[config.mk]
export PLATFORM = sky130hd
export DESIGN_NAME = bus_latch_sequencer
export DESIGN_NICKNAME = d
export VERILOG_FILES = /design/src/rtl/bus_latch_sequencer_pkg.sv /design/src/rtl/bus_latch_sequencer_rr_pick.sv /design/src/rtl/bus_latch_sequencer.sv
export SDC_FILE = /design/constraint.sdc
export NUM_CORES = 1
export LEC_CHECK = 0
export BUFFER_PORTS_ARGS = -buffer_cell sky130_fd_sc_hd__buf_2
export CORE_MARGIN = 2
export CORE_UTILIZATION = 30
export DETAILED_ROUTE_END_ITERATION = 7
export HOLD_SLACK_MARGIN = 0.06
export PLACE_DENSITY_LB_ADDON = 0.25
export SYNTH_ARGS = -nofsm -noshare
export SYNTH_HDL_FRONTEND = slang
export SYNTH_SLANG_ARGS = --single-unit
[constraint.sdc]
create_clock -name CLK -period 2.2 [get_ports CLK]
set_input_delay 0.22 -clock CLK [delete_from_list [all_inputs] [get_ports CLK]]
set_output_delay 0.22 -clock CLK [all_outputs]
set_load 0.02 [all_outputs]
[src/rtl/bus_latch_sequencer_pkg.sv]
// Shared types and defaults for the tri-state latch bank sequencer.
// State encoding is fixed so that debug tools and checkers can decode it.
package bus_latch_sequencer_pkg;

  typedef enum logic [1:0] {
    ST_IDLE  = 2'd0,
    ST_LOAD  = 2'd1,
    ST_DRIVE = 2'd2,
    ST_TURN  = 2'd3
  } state_e;

  localparam int DEF_NREQ      = 4;
  localparam int DEF_DRIVE_CYC = 2;

  // One-hot to binary index; callers never have more than one bit set.
  function automatic logic [2:0] oh2idx(input logic [7:0] oh);
    logic [2:0] idx;
    idx = 3'd0;
    for (int i = 0; i < 8; i++) begin
      idx = oh[i] ? (idx | 3'(i)) : idx;
    end
    return idx;
  endfunction

endpackage

[src/rtl/bus_latch_sequencer_rr_pick.sv]
// Combinational round-robin picker: first set request scanning upward
// from ptr+1 (mod NREQ), returned one-hot, plus an any-request flag.
module rr_pick #(
  parameter int NREQ = 4,
  parameter int PW   = $clog2(NREQ)
) (
  input  logic [NREQ-1:0] req,
  input  logic [PW-1:0]   ptr,
  output logic [NREQ-1:0] win,
  output logic            any
);

  logic [PW:0]     sh_s;
  logic [NREQ-1:0] rot_s;
  logic [NREQ-1:0] pick_s;

  // Rotate so the highest-priority requester sits at bit 0, isolate the
  // lowest set bit, then rotate the pick back into place.
  always_comb begin
    if (ptr == PW'(NREQ - 1)) begin
      sh_s = '0;
    end else begin
      sh_s = {1'b0, ptr} + (PW + 1)'(1);
    end
    rot_s  = NREQ'({req, req} >> sh_s);
    pick_s = rot_s & (~rot_s + NREQ'(1));
    win    = NREQ'(({pick_s, pick_s} << sh_s) >> NREQ);
    any    = |req;
  end

endmodule

[src/rtl/bus_latch_sequencer.sv]
// Sequences a bank of transparent latches sharing one tri-state bus:
// arbitrate, open/close the winner's latch, drive for DRIVE_CYC, acknowledge.
module bus_latch_sequencer
  import bus_latch_sequencer_pkg::*;
#(
  parameter int NREQ      = DEF_NREQ,
  parameter int DRIVE_CYC = DEF_DRIVE_CYC
) (
  input  logic            CLK,
  input  logic            RESET,
  input  logic [NREQ-1:0] REQ,
  output logic [NREQ-1:0] HOLD_N,
  output logic [NREQ-1:0] OENB_N,
  output logic [NREQ-1:0] GNT,
  output logic            BUS_STB,
  output logic [NREQ-1:0] ACK,
  output logic            BUSY
);

  localparam int PW = $clog2(NREQ);
  localparam int CW = $clog2(DRIVE_CYC) + 1;
  localparam logic [PW-1:0] PTR_RST  = PW'(NREQ - 1);
  localparam logic [CW-1:0] CNT_LOAD = CW'(DRIVE_CYC - 1);

  state_e          state_q, state_d;
  logic [PW-1:0]   ptr_q, ptr_d;
  logic [CW-1:0]   cnt_q, cnt_d;
  logic [NREQ-1:0] gnt_q, gnt_d;
  logic [NREQ-1:0] hold_n_q, hold_n_d;
  logic [NREQ-1:0] oenb_n_q, oenb_n_d;
  logic [NREQ-1:0] ack_q, ack_d;
  logic            bus_stb_q, bus_stb_d;
  logic            busy_q, busy_d;

  logic [NREQ-1:0] win_s;
  logic            any_s;

  rr_pick #(
    .NREQ (NREQ),
    .PW   (PW)
  ) u_rr_pick (
    .req (REQ),
    .ptr (ptr_q),
    .win (win_s),
    .any (any_s)
  );

  // Next-state and next-output logic; latch controls default to hold/Z so
  // only the state that needs a latch open or driving ever asserts it.
  always_comb begin
    state_d   = state_q;
    ptr_d     = ptr_q;
    cnt_d     = cnt_q;
    gnt_d     = gnt_q;
    hold_n_d  = '0;
    oenb_n_d  = '1;
    ack_d     = '0;
    bus_stb_d = 1'b0;

    case (state_q)
      ST_IDLE: begin
        if (any_s) begin
          state_d  = ST_LOAD;
          gnt_d    = win_s;
          hold_n_d = win_s;
          ptr_d    = PW'(oh2idx(8'(win_s)));
        end else begin
          gnt_d = '0;
        end
      end
      ST_LOAD: begin
        state_d   = ST_DRIVE;
        oenb_n_d  = ~gnt_q;
        cnt_d     = CNT_LOAD;
        bus_stb_d = (CNT_LOAD == '0);
      end
      ST_DRIVE: begin
        if (cnt_q == '0) begin
          state_d = ST_TURN;
          gnt_d   = '0;
          ack_d   = gnt_q;
        end else begin
          cnt_d     = cnt_q - CW'(1);
          oenb_n_d  = ~gnt_q;
          bus_stb_d = (cnt_q == CW'(1));
        end
      end
      ST_TURN: begin
        state_d = ST_IDLE;
      end
      default: begin
        state_d = ST_IDLE;
        gnt_d   = '0;
      end
    endcase

    busy_d = (state_d != ST_IDLE);
  end

  // State and output registers; reset parks every latch in hold with Z outputs.
  always_ff @(posedge CLK or posedge RESET) begin
    if (RESET) begin
      state_q   <= ST_IDLE;
      ptr_q     <= PTR_RST;
      cnt_q     <= '0;
      gnt_q     <= '0;
      hold_n_q  <= '0;
      oenb_n_q  <= '1;
      ack_q     <= '0;
      bus_stb_q <= 1'b0;
      busy_q    <= 1'b0;
    end else begin
      state_q   <= state_d;
      ptr_q     <= ptr_d;
      cnt_q     <= cnt_d;
      gnt_q     <= gnt_d;
      hold_n_q  <= hold_n_d;
      oenb_n_q  <= oenb_n_d;
      ack_q     <= ack_d;
      bus_stb_q <= bus_stb_d;
      busy_q    <= busy_d;
    end
  end

  assign HOLD_N  = hold_n_q;
  assign OENB_N  = oenb_n_q;
  assign GNT     = gnt_q;
  assign ACK     = ack_q;
  assign BUS_STB = bus_stb_q;
  assign BUSY    = busy_q;

endmodule

# Word-level counts from Yosys, hierarchy flattened
# Index checks and enable logic that the tools add are counted.
# op_classes
addsub	3
eq_ne	7
n_shift	2
muxes	19
bitwise	3
n_reduce_logical	9
# ops
operator	count
$mux 4	6
$pmux 4 s2	2
$mux 2	5
$not 4->4	2
$pmux 2 s4	1
$shl 8x3->8	1
$shr 8x3->4	1
$eq 2x2->1 const B	3
$reduce_and 2->1	3
$reduce_bool 2->1	3
$add 4x1->4 const B	1
$and 4x4->4	1
$eq 2x1->1 const B	2
$logic_not 2->1	2
$ne 2x2->1 const B	2
$pmux 2 s2	1
$reduce_or 4->1	1
$add 2x1->3 const B	1
$mux 1	3
$mux 3	1
$sub 2x1->2 const B	1
# word_totals
reg_bits	24
out_inout_bits	18
wordCells	52

# Logic depth before layout (Yosys ltp)
# Gate-level depths: netlist of the first run.
# logic_depth
depth_word	10
mapped_depth	8

# Modules after synthesis
# From an unflattened synthesis of the first run, not the netlist that was laid out.
# hier_totals
cells_unflattened	139
area_unflattened_um2	1373.8
# by_module_without_submodules
mod	instances	cells_each	area_per_inst_um2	seq_area_each_um2
bus_latch_sequencer	1	93	1014.7	608.1
rr_pick	1	46	359.1	0.0

# Worst setup path after synthesis of the first run
# Ideal clock, no wire load.
# synth_path
path_kind	reg2reg
start	reg ptr_q[0]
end	reg gnt_q[1], in the netlist GNT[1]
setup_time_ns	0.095
arrival_ns	1.937
t_required_ns	2.105
path_slack_ns	0.168
stages_incl_launch_ff	7
period_less_slack_ns	2.032
path_cell_list	dfstp_2 -> ha_1 -> or2_1 -> o221a_1 -> mux2_2 -> o31a_1 -> o31ai_1
# synth_between
elab_chain_len	9
# synth_lines
element	line	text
from (decl)	bus_latch_sequencer.sv:26	logic [PW-1:0] ptr_q, ptr_d;
from (signal assigned)	bus_latch_sequencer.sv:114	ptr_q <= ptr_d;
$add 2x1->3 or $eq 2x2->1 (tied branches)	bus_latch_sequencer_rr_pick.sv:23, bus_latch_sequencer_rr_pick.sv:20	
$mux 3 *	bus_latch_sequencer_rr_pick.sv:20	if (ptr == PW'(NREQ - 1)) begin
$shr 8x3->4	bus_latch_sequencer_rr_pick.sv:25	rot_s = NREQ'({req, req} >> sh_s);
$not 4->4	bus_latch_sequencer_rr_pick.sv:26	pick_s = rot_s & (~rot_s + NREQ'(1));
$add 4x1->4	bus_latch_sequencer_rr_pick.sv:26	
$and 4x4->4	bus_latch_sequencer_rr_pick.sv:26	
$shl 8x3->8 *	bus_latch_sequencer_rr_pick.sv:27	win = NREQ'(({pick_s, pick_s} << sh_s) >> NREQ);
$mux 4 *	bus_latch_sequencer.sv:62	if (any_s) begin
$pmux 4 s2 *	bus_latch_sequencer.sv:60	case (state_q)
to (signal assigned)	bus_latch_sequencer.sv:116	gnt_q <= gnt_d;
to (decl)	bus_latch_sequencer.sv:28	logic [NREQ-1:0] gnt_q, gnt_d;
# Every way passes the cells marked *; elsewhere a longest branch is shown, timed or not.
# A chain may end at the register's enable or synchronous reset.

# Worst setup path after layout of the first run
# layout_path
start	reg ptr_q[1]
end	reg gnt_q[3], in the netlist GNT[3]
# The elaborated chain is that of the path after synthesis.

==> out/metrics.csv, run 1 <==
stage,metric,value,unit
status,status,"finished, final reports clean",
sta,final setup fails,0,
setup_path,Worst EP required,2410,ps
clock_tree,Worst-path clk slew,80,ps
route,drc violations,0,
logic_synthesis,post-synth top area share,32.5,%
sta,Pins Over Slew Limit,0,
route,"antenna viol nets, final",0,
die,die width,72.0,microns
sta,setup_tns,0,ps
sta,Worst-Margin Slew,893,ps
logic_synthesis,syn_nets,159,
clock_tree,clk buf depth,2,
die,die height,72.0,microns
pwr,"IR drop worst, VDD",0.511,mV
sta,Max Freq,0.476,GHz
clock_tree,H-tree levels,1,
clock_tree,CTS Buf Count,3,
sta,post-layout min period,2100,ps
placement,port bufs,23,
die,top-level I/O count,24,
sta,RSZ-0062 raised after global routing,no,
cells_and_area,Area Growth Syn to Fin,14.4,%
placement,gp weighted congestion,0.855,
logic_synthesis,Yosys cell types,43,
clock_tree,CTS resizes,0,
die,Die Area,0.00518,sq mm
global_route,gr ovfl total,0,
global_route,largest net degree at the start of global routing,25,
setup_path,reg-to-reg startpoint,ptr_q[1],
logic_synthesis,Syn Area/Cell,9.43,sq um
global_route,vias in the first global route,1049,
global_route,GRT Overall Usage,11.8,%
clock_tree,total setup buffers inserted after CTS,0,
clock_tree,Sink Count,24,
logic_synthesis,yosys warns,0,
logic_synthesis,dominant cell type by area after synthesis,dfrtp_1,
cells_and_area,non-filler instance count after layout,219,
clock_tree,clock tree from TritonCTS,yes,
run,Max Cap Viol,0,
logic_synthesis,Synth Cell Area,0.00139,sq mm
worst_hold_path,HP Class,in -> async,
placement,placed cell count,215,
clock_tree,Root Driver,clkbuf_8,
logic_synthesis,Syn Inst Count,147,
sta,final period utilization,95.5,%
cells_and_area,"Net count, final",180,
logic_synthesis,ys async rst share,100,%
pwr,P per Cell Area,1540,mW/mm^2
route,Post-Route WL,2930,microns
clock_tree,CTS Hold Buffers Added,0,
setup_path,critical path startpoint,ptr_q[1],
placement,Final HPWL DP,2180,microns
cells_and_area,layout cells sized above 1,26.9,%
global_route,initial antenna violation count,0,
setup_path,WP data arrival,2310,ps
cells_and_area,"commonest cells after routing, fill and taps aside","buf_2, dfrtp_1, nand2_1",
logic_synthesis,Synth Flop Type,dfrtp_1,
sta,hold slack,139,ps
cells_and_area,# diodes,0,
cells_and_area,"most common cell after layout, fill and taps aside",buf_2,
route,WL/cell,13.4,microns
sta,Final Hold Vio Count,0,
logic_synthesis,ranking of synthesized cells by area,"dfrtp_1, dfstp_2, ha_1",
setup_path,Crit Path Class,reg -> reg,
logic_synthesis,Post-synth EDFFs,0,
route,Vias,1119,
route,vias per cell,5.11,
die,FP Rows,24,
sta,clk_skew,4.09,ps
sta,Worst slew margin,40.4,%
die,Initial Util,31.4,%
clock_tree,clk_lat worst skew,260,ps
setup_path,CP Max Fanout,8,
setup_path,r2r endpoint,GNT[3],
route,DRT iter0 DRCs,38,
die,Core Region,0.00441,sq mm
cells_and_area,Layout Utilization,35.9,%
global_route,first-pass GRT wire length,4900,microns
setup_path,Reg2Reg Depth,6,
setup_path,CP endpoint kind,register,
setup_path,FF-to-FF setup slack,100,ps
route,DRT Pass-1 Iters,4,
setup_path,Setup crit end,GNT[3],
pwr,Leakage,0.746,nW
logic_synthesis,synthesized flop and latch total,24,
logic_synthesis,"Seq/Total Area, Yosys",43.9,%
setup_path,CP startpoint kind,register,
placement,post-placement worst setup slack,92.1,ps
sta,Worst Slack Setup Final,99.9,ps
critical path: stages, from the launching register on:
cell and delay (ps):
dfstp_2 540, ha_2 330, or2_1 250, o221a_1 260, o41ai_2 320, a41o_1 200
a22o_1 150
final cells by class:
| class | instances | area, sq um |
|---|---|---|
| fill | 458 | 2830 |
| tap | 52 | 65.1 |
| timing repair buffer | 25 | 130 |
| sequential | 24 | 608 |
| clock buffer | 4 | 55.1 |
| inverter | 11 | 45.0 |
| multi-input combinational | 103 | 683 |
layer usage:
layer / vias up / wire (microns) / global-route usage [%]
met5: - / 0 / 0
met4: 0 / 47 / 5.45
met3: 4 / 138 / 1.81
met2: 35 / 1430 / 20.0
met1: 524 / 1320 / 14.9
li1: 556 / - / -
metrics by stage:
stage               area [sq um]  power [mW]
global placement            1530        2.09
CTS                         1580        2.44
finish                      1590        2.45
global route                1590        2.65
detailed placement          1530        2.14
floorplan                   1390        1.80
synth_stat cells (all sizes together) (2+ instances only):
library cell and n:
dfrtp 18, o21ai 17, nand2 16, nor2 12, inv 11, a21oi 7
a31oi 6, buf 6, dfstp 6, ha 6, mux2i 4, nand2b 4
clkbuf 3, o31ai 3, nor2b 2, nor3b 2, o211ai 2, or2 2
or4 2
worst min path at each step:
| stage | from | to | slack (ps) | cells past startpoint |
|---|---|---|---|---|
| 2_1_floorplan | RESET | ACK[0] | 230 | 1 |
| 3_3_place_gp | RESET | state_q[1] | 440 | 2 |
| 3_5_place_dp | RESET | state_q[1] | 460 | 2 |
| 4_1_cts | RESET | ACK[0] | 180 | 2 |
| 5_1_grt | RESET | BUSY | 240 | 2 |
| 6_report | RESET | cnt_q[0] | 140 | 2 |
registers in the layout (all words and copies together) (netlist names):
name	cells
ACK	4
GNT	4
HOLD_N	4
OENB_N	4
cnt_q	2
ptr_q	2
state_q	2
BUSY	1
BUS_STB	1
cell families (layout without fill, tap and decap cells):
logic type,count (synthesis),in the layout,synth area share (%)
AND/OR/NAND/NOR,46,46,18.1
adder cells (fa/ha/maj),6,6,5.42
buffers and inverters,20,40,7.04
flip-flops,24,24,43.9
multiplexers,5,5,3.70
AO/OA/AOI/OAI,46,46,21.9
where the power goes:
group / internal (mW) / switching, mW
registers: 0.640 / 0.0656
logic: 0.530 / 0.915
clock network: 0.159 / 0.136
(Power assumes the default switching activity.)
==> run 2: changes to the inputs <==
--- a/config.mk
+++ b/config.mk
@@ -10,6 +10,6 @@
 export CORE_UTILIZATION = 30
 export DETAILED_ROUTE_END_ITERATION = 7
+export GPL_ROUTABILITY_DRIVEN = 0
 export HOLD_SLACK_MARGIN = 0.06
-export PLACE_DENSITY_LB_ADDON = 0.25
 export SYNTH_ARGS = -nofsm -noshare
 export SYNTH_HDL_FRONTEND = slang
==> constraint.sdc (replaced) <==
create_clock -name CLK -period 2.2 [get_ports CLK]
set_input_delay 0.11 -clock CLK [delete_from_list [all_inputs] [get_ports CLK]]
set_output_delay 0.11 -clock CLK [all_outputs]
set_load 0.02 [all_outputs]
==> run 2 against run 1 <==
Against the previous run:
- clock skew up 1.7 ps
- die area is the same
- wire length down 4.9%
==> out/metrics.csv, run 2 (synthesized netlist as in run 1, its figures left out) <==
stage,metric,value,unit,change
status,status,"finished, final reports clean",,
route,Post-Route WL,2790,microns,-4.9%
pwr,"IR drop worst, VDD",0.445,mV,-13%
clock_tree,Root Driver,clkbuf_8,,
setup_path,CP endpoint kind,register,,
cells_and_area,Fillers,462,,+0.87%
sta,setup_tns,0,ps,unchanged
sta,Max Freq,0.479,GHz,+0.70%
die,FP Rows,24,,unchanged
run,Max Cap Viol,0,,unchanged
sta,final setup fails,0,,unchanged
route,"antenna viol nets, final",0,,unchanged
cells_and_area,Area Growth Syn to Fin,16.9,%,
setup_path,r2r endpoint,GNT[1],,
die,die width,72.0,microns,unchanged
sta,Final Hold Vio Count,0,,unchanged
route,met3 wire len,112,microns,-19%
cells_and_area,# diodes,0,,unchanged
setup_path,crit-path cells,ha_2 -> or2_1 -> o221a_1 -> mux2_2 -> o31a_1 -> o31ai_1,,
setup_path,worst stage delay on the critical path,540,ps,about the same
cells_and_area,storage element area,608,sq um,unchanged
die,Core Region,0.00441,sq mm,unchanged
setup_path,Worst EP required,2370,ps,-40 ps
global_route,GRT Overall Usage,11.9,%,+0.077 points
sta,final period utilization,94.8,%,-0.66 points
clock_tree,H-tree levels,1,,unchanged
route,drc violations,0,,unchanged
sta,Worst-Margin Slew,845,ps,-48.0 ps
clock_tree,clk_lat worst skew,260,ps,about the same
route,Vias,1137,,+1.6%
setup_path,Reg2Reg Depth,6,,unchanged
die,Initial Util,31.4,%,unchanged
setup_path,FF-to-FF setup slack,110,ps,about the same
sta,clk_skew,5.82,ps,+1.72 ps
die,Die Area,0.00518,sq mm,unchanged
route,routed wl met2,1370,microns,-3.8%
route,vias per cell,5.05,,-1.1%
route,DRT Pass-1 Iters,4,,unchanged
cells_and_area,"commonest cells after routing, fill and taps aside","buf_2, dfrtp_1, nand2_1",,
global_route,vias in the first global route,1114,,+6.2%
global_route,largest net degree at the start of global routing,25,,unchanged
clock_tree,Worst-path clk slew,80,ps,about the same
setup_path,reg-to-reg startpoint,ptr_q[0],,
cells_and_area,layout cells sized above 1,27.7,%,+0.80 points
worst_hold_path,HP Class,in -> reg,,
pwr,P per Cell Area,1520,mW/mm^2,-1.2%
global_route,gr ovfl total,0,,unchanged
route,max layer used,met4,,
clock_tree,clk buf depth,2,,unchanged
setup_path,Slowest cell on crit path,dfstp_2,,
cells_and_area,multi-input logic area,683,sq um,unchanged
route,WL/cell,12.4,microns,-7.5%
clock_tree,clock tree from TritonCTS,yes,,
cells_and_area,"most common cell after layout, fill and taps aside",buf_2,,
cells_and_area,"Net count, final",186,,+3.3%
setup_path,Crit Path Class,reg -> reg,,
setup_path,WP data arrival,2260,ps,-50 ps
pwr,Total Power,2.47,mW,+0.86%
clock_tree,CTS Buf Count,3,,unchanged
global_route,initial antenna violation count,0,,unchanged
placement,Final HPWL DP,2120,microns,-2.6%
setup_path,critical path startpoint,ptr_q[0],,
worst_hold_path,hold_sp,REQ[2],,
sta,post-layout min period,2090,ps,-14.6 ps
sta,Pins Over Slew Limit,0,,unchanged
pwr,Leakage,0.774,nW,+3.8%
clock_tree,Sink Count,24,,unchanged
die,die height,72.0,microns,unchanged
route,DRT iter0 DRCs,39,,+2.6%
global_route,first-pass GRT wire length,5080,microns,+3.7%
setup_path,Setup crit end,GNT[1],,
sta,RSZ-0062 raised after global routing,no,,
setup_path,CP Max Fanout,8,,unchanged
placement,port bufs,23,,unchanged
setup_path,CP startpoint kind,register,,
sta,Worst slew margin,43.6,%,+3.2 points
die,top-level I/O count,24,,unchanged
route,met1 WL,1290,microns,-2.3%
[run 2: area by class of cell]
class                   instances  share of cell area [%]
inverters                      11                    2.55
repair buffers                 31                    11.0
multi-input cells             103                    42.2
flip-flops and latches         24                    37.5
well taps                      52                    4.02
clock buffers                   4                    2.78
[run 2: routing by layer]
layer	vias to the layer above	track usage, %
met5	-	0
met4	0	3.77
met3	2	1.25
met2	25	21.1
met1	542	15.2
li1	568	-
[run 2: power breakdown]
| part | switching, mW | leakage [nW] | internal, mW |
|---|---|---|---|
| Combinational | 0.911 | 0.452 | 0.592 |
| Clock | 0.125 | 0.0228 | 0.129 |
| Sequential | 0.0695 | 0.299 | 0.641 |
[run 2: worst min-delay path by stage]
stage / to / slack, ps / depth (start not counted)
6_report: HOLD_N[2] / 370 / 3
5_1_grt: HOLD_N[2] / 400 / 3
4_1_cts: HOLD_N[2] / 350 / 3
3_5_place_dp: BUSY / 330 / 2
3_3_place_gp: ACK[2] / 330 / 2
2_1_floorplan: ACK[0] / 120 / 1
[run 2: metrics by stage]
step           hold slack, ps  setup WS [ps]  cells  area, sq um  util [%]
2_1_floorplan             120            168    147         1390         -
3_5_place_dp              334            102    220         1560      35.4
3_3_place_gp              325            126    220         1560      35.4
5_1_grt                   401           7.14    225         1620      36.7
4_1_cts                   352           83.9    225         1620      36.6
6_report                  368            114    225         1620      36.7
[run 2: what timing repair did]
item                                   CTS  global route
endpoints found under the hold margin   18             0
resized for setup                        0             1
setup endpoints to repair                0             4
setup buffers                            0             0
hold buffers                             1             0
[run 2: worst max-delay path, delay by kind of cell, from the launching register on]
kind	cells	cell delay, ps
AO/OA/AOI/OAI	3	600
adder cells (fa/ha/maj)	1	330
flip-flops	1	540
multiplexers	1	300
AND/OR/NAND/NOR	1	250
==> run 3: changes to the inputs <==
Settings changed: REMOVE_ABC_BUFFERS set to 1.
==> run 3 against run 2 <==
Against the previous run:
- critical path depth stayed put
- setup slack worse by 29 ps
- register-to-register slack worse by 30 ps
- critical path type unchanged
- largest cell class unchanged
- highest routed layer unchanged
==> out/metrics.csv, run 3 (synthesized netlist as in run 1, its figures left out) <==
stage,metric,value,unit,change
clock_tree,H-tree levels,1,,unchanged
clock_tree,clock tree from TritonCTS,yes,,
setup_path,CP endpoint kind,register,,
sta,post-layout min period,2110,ps,+29.3 ps
placement,placed cell count,218,,-0.91%
placement,post-placement worst setup slack,53.8,ps,-47.8 ps
placement,Final HPWL DP,2060,microns,-2.8%
cells_and_area,Fillers,445,,-3.7%
route,vias per cell,5.13,,+1.6%
sta,clk_skew,3.57,ps,-2.25 ps
die,die width,72.0,microns,unchanged
sta,Pins Over Slew Limit,0,,unchanged
route,DRT Pass-1 Iters,4,,unchanged
clock_tree,total setup buffers inserted after CTS,0,,unchanged
sta,Worst Slack Setup Final,85.1,ps,-29.3 ps
pwr,sequential power share,28.4,%,-0.4 points
worst_hold_path,hold_sp,REQ[2],,
sta,Worst slew margin,41.1,%,-2.5 points
sta,Final Hold Vio Count,0,,unchanged
sta,Worst-Margin Slew,882,ps,+36.7 ps
setup_path,Crit Path Class,reg -> reg,,
sta,hold slack,343,ps,-24.4 ps
cells_and_area,"most common cell after layout, fill and taps aside",buf_2,,
cells_and_area,Layout Utilization,36.6,%,-0.11 points
pwr,Comb pwr share,59.9,%,-1.0 points
setup_path,Worst EP required,2380,ps,about the same
pwr,Total Power,2.50,mW,+1.1%
setup_path,reg-to-reg startpoint,ptr_q[1],,
clock_tree,clk_lat worst skew,260,ps,about the same
pwr,P per Cell Area,1540,mW/mm^2,+1.4%
global_route,vias in the first global route,1044,,-6.3%
placement,port bufs,23,,unchanged
cells_and_area,"Net count, final",184,,-1.1%
setup_path,critical path startpoint,ptr_q[1],,
global_route,gr ovfl total,0,,unchanged
die,Initial Util,31.4,%,unchanged
cells_and_area,post-route cell area,0.00162,sq mm,-0.31%
setup_path,Slowest cell on crit path,dfstp_2,,
placement,Post-DP Area,0.00155,sq mm,-0.96%
die,Core Region,0.00441,sq mm,unchanged
die,FP Rows,24,,unchanged
run,Max Cap Viol,0,,unchanged
clock_tree,Root Driver,clkbuf_8,,
route,DRT iter0 DRCs,53,,+36%
sta,Max Freq,0.473,GHz,-1.4%
sta,final period utilization,96.1,%,+1.3 points
pwr,Psw,1.12,mW,+0.98%
pwr,Clock Power Share,11.8,%,+1.5 points
clock_tree,Sink Count,24,,unchanged
clock_tree,Worst-path clk slew,80,ps,about the same
route,WL/cell,12.7,microns,+2.6%
route,Post-Route WL,2840,microns,+1.7%
sta,setup_tns,0,ps,unchanged
cells_and_area,Area Growth Syn to Fin,16.5,%,
route,drc violations,0,,unchanged
status,status,"finished, final reports clean",,
route,"antenna viol nets, final",0,,unchanged
die,top-level I/O count,24,,unchanged
setup_path,CP startpoint kind,register,,
setup_path,worst path bufs/invs,0,,unchanged
setup_path,crit-path cells,ha_2 -> or2_1 -> o221a_1 -> mux2_2 -> o31a_1 -> o31ai_1,,
clock_tree,clk buf depth,2,,unchanged
global_route,largest net degree at the start of global routing,25,,unchanged
global_route,first-pass GRT wire length,4790,microns,-5.7%
sta,final setup fails,0,,unchanged
cells_and_area,"commonest cells after routing, fill and taps aside","buf_2, dfrtp_1, nand2_1",,
setup_path,CP Max Fanout,9,,+1
die,die height,72.0,microns,unchanged
setup_path,worst stage delay on the critical path,540,ps,about the same
pwr,Cell Int Power,1.38,mW,+1.2%
clock_tree,CTS Buf Count,3,,unchanged
sta,RSZ-0062 raised after global routing,no,,
setup_path,WP data arrival,2290,ps,+30 ps
global_route,initial antenna violation count,0,,unchanged
die,Die Area,0.00518,sq mm,unchanged
cells_and_area,non-filler instance count after layout,223,,-0.89%
cells_and_area,layout cells sized above 1,27.5,%,-0.26 points
pwr,"IR drop worst, VDD",0.407,mV,-8.6%
worst_hold_path,HP Class,in -> reg,,
route,Vias,1145,,+0.70%
setup_path,critical path's top delay family,compound AO/OA/AOI/OAI gates,,
cells_and_area,multi-input logic area,683,sq um,unchanged
cells_and_area,# diodes,0,,unchanged
pwr,Leakage,0.770,nW,-0.49%
global_route,GRT Overall Usage,11.4,%,-0.52 points
pwr,Net Sw Frac,44.8,%,-0.055 points
cells_and_area,storage element area,608,sq um,unchanged
run 3: changes by cell type in the layout (fill, tap and decap cells not counted):
cell,delta
buf_4,-2
clkbuf_1,-1
clkbuf_8,+1
run 3: what timing repair did:
item / in CTS / in global routing
hold buffers: 1 / 0
gates resized for setup: 0 / 1
hold endpoints to repair: 18 / 0
setup endpoints to repair: 0 / 5
run 3: layout make-up:
| class | count | area share, % |
|---|---|---|
| Multi-Input combinational cell | 103 | 42.3 |
| Timing Repair Buffer | 29 | 10.1 |
| Sequential cell | 24 | 37.6 |
| Clock buffer | 4 | 3.41 |
| Tap cell | 52 | 4.03 |
| Inverter | 11 | 2.56 |
run 3: worst paths after layout:
kind | endpoint | cells after the start | slack [ps]
worst max-delay path | GNT[1] | 6 | 90
worst min-delay path | HOLD_N[2] | 3 | 340
worst max register to register | GNT[1] | 6 | 90
worst min register to register | cnt_q[0] | 1 | 520
max in group asynchronous | HOLD_N[2] | 3 | 1090
min in group asynchronous | ACK[2] | 3 | 570
run 3: power groups by stage:
stage	registers, mW	clock network [mW]	logic [mW]
global placement	0.715	0	1.49
CTS	0.709	0.306	1.49
global route	0.726	0.318	1.67
detailed placement	0.716	0	1.49
finish	0.708	0.294	1.49
floorplan	0.867	0	0.885
run 3: layer usage:
layer,track usage (%),vias up,routed length [microns]
li1,-,563,-
met1,15.7,543,1360
met2,18.4,35,1300
met3,1.53,4,149
met4,3.98,0,29
met5,0,-,0
run 3: tightest hold or removal path, delay by kind of cell:
kind                   cells  cell delay (ps)
buffers and inverters      1              200
AO/OA/AOI/OAI              2              250
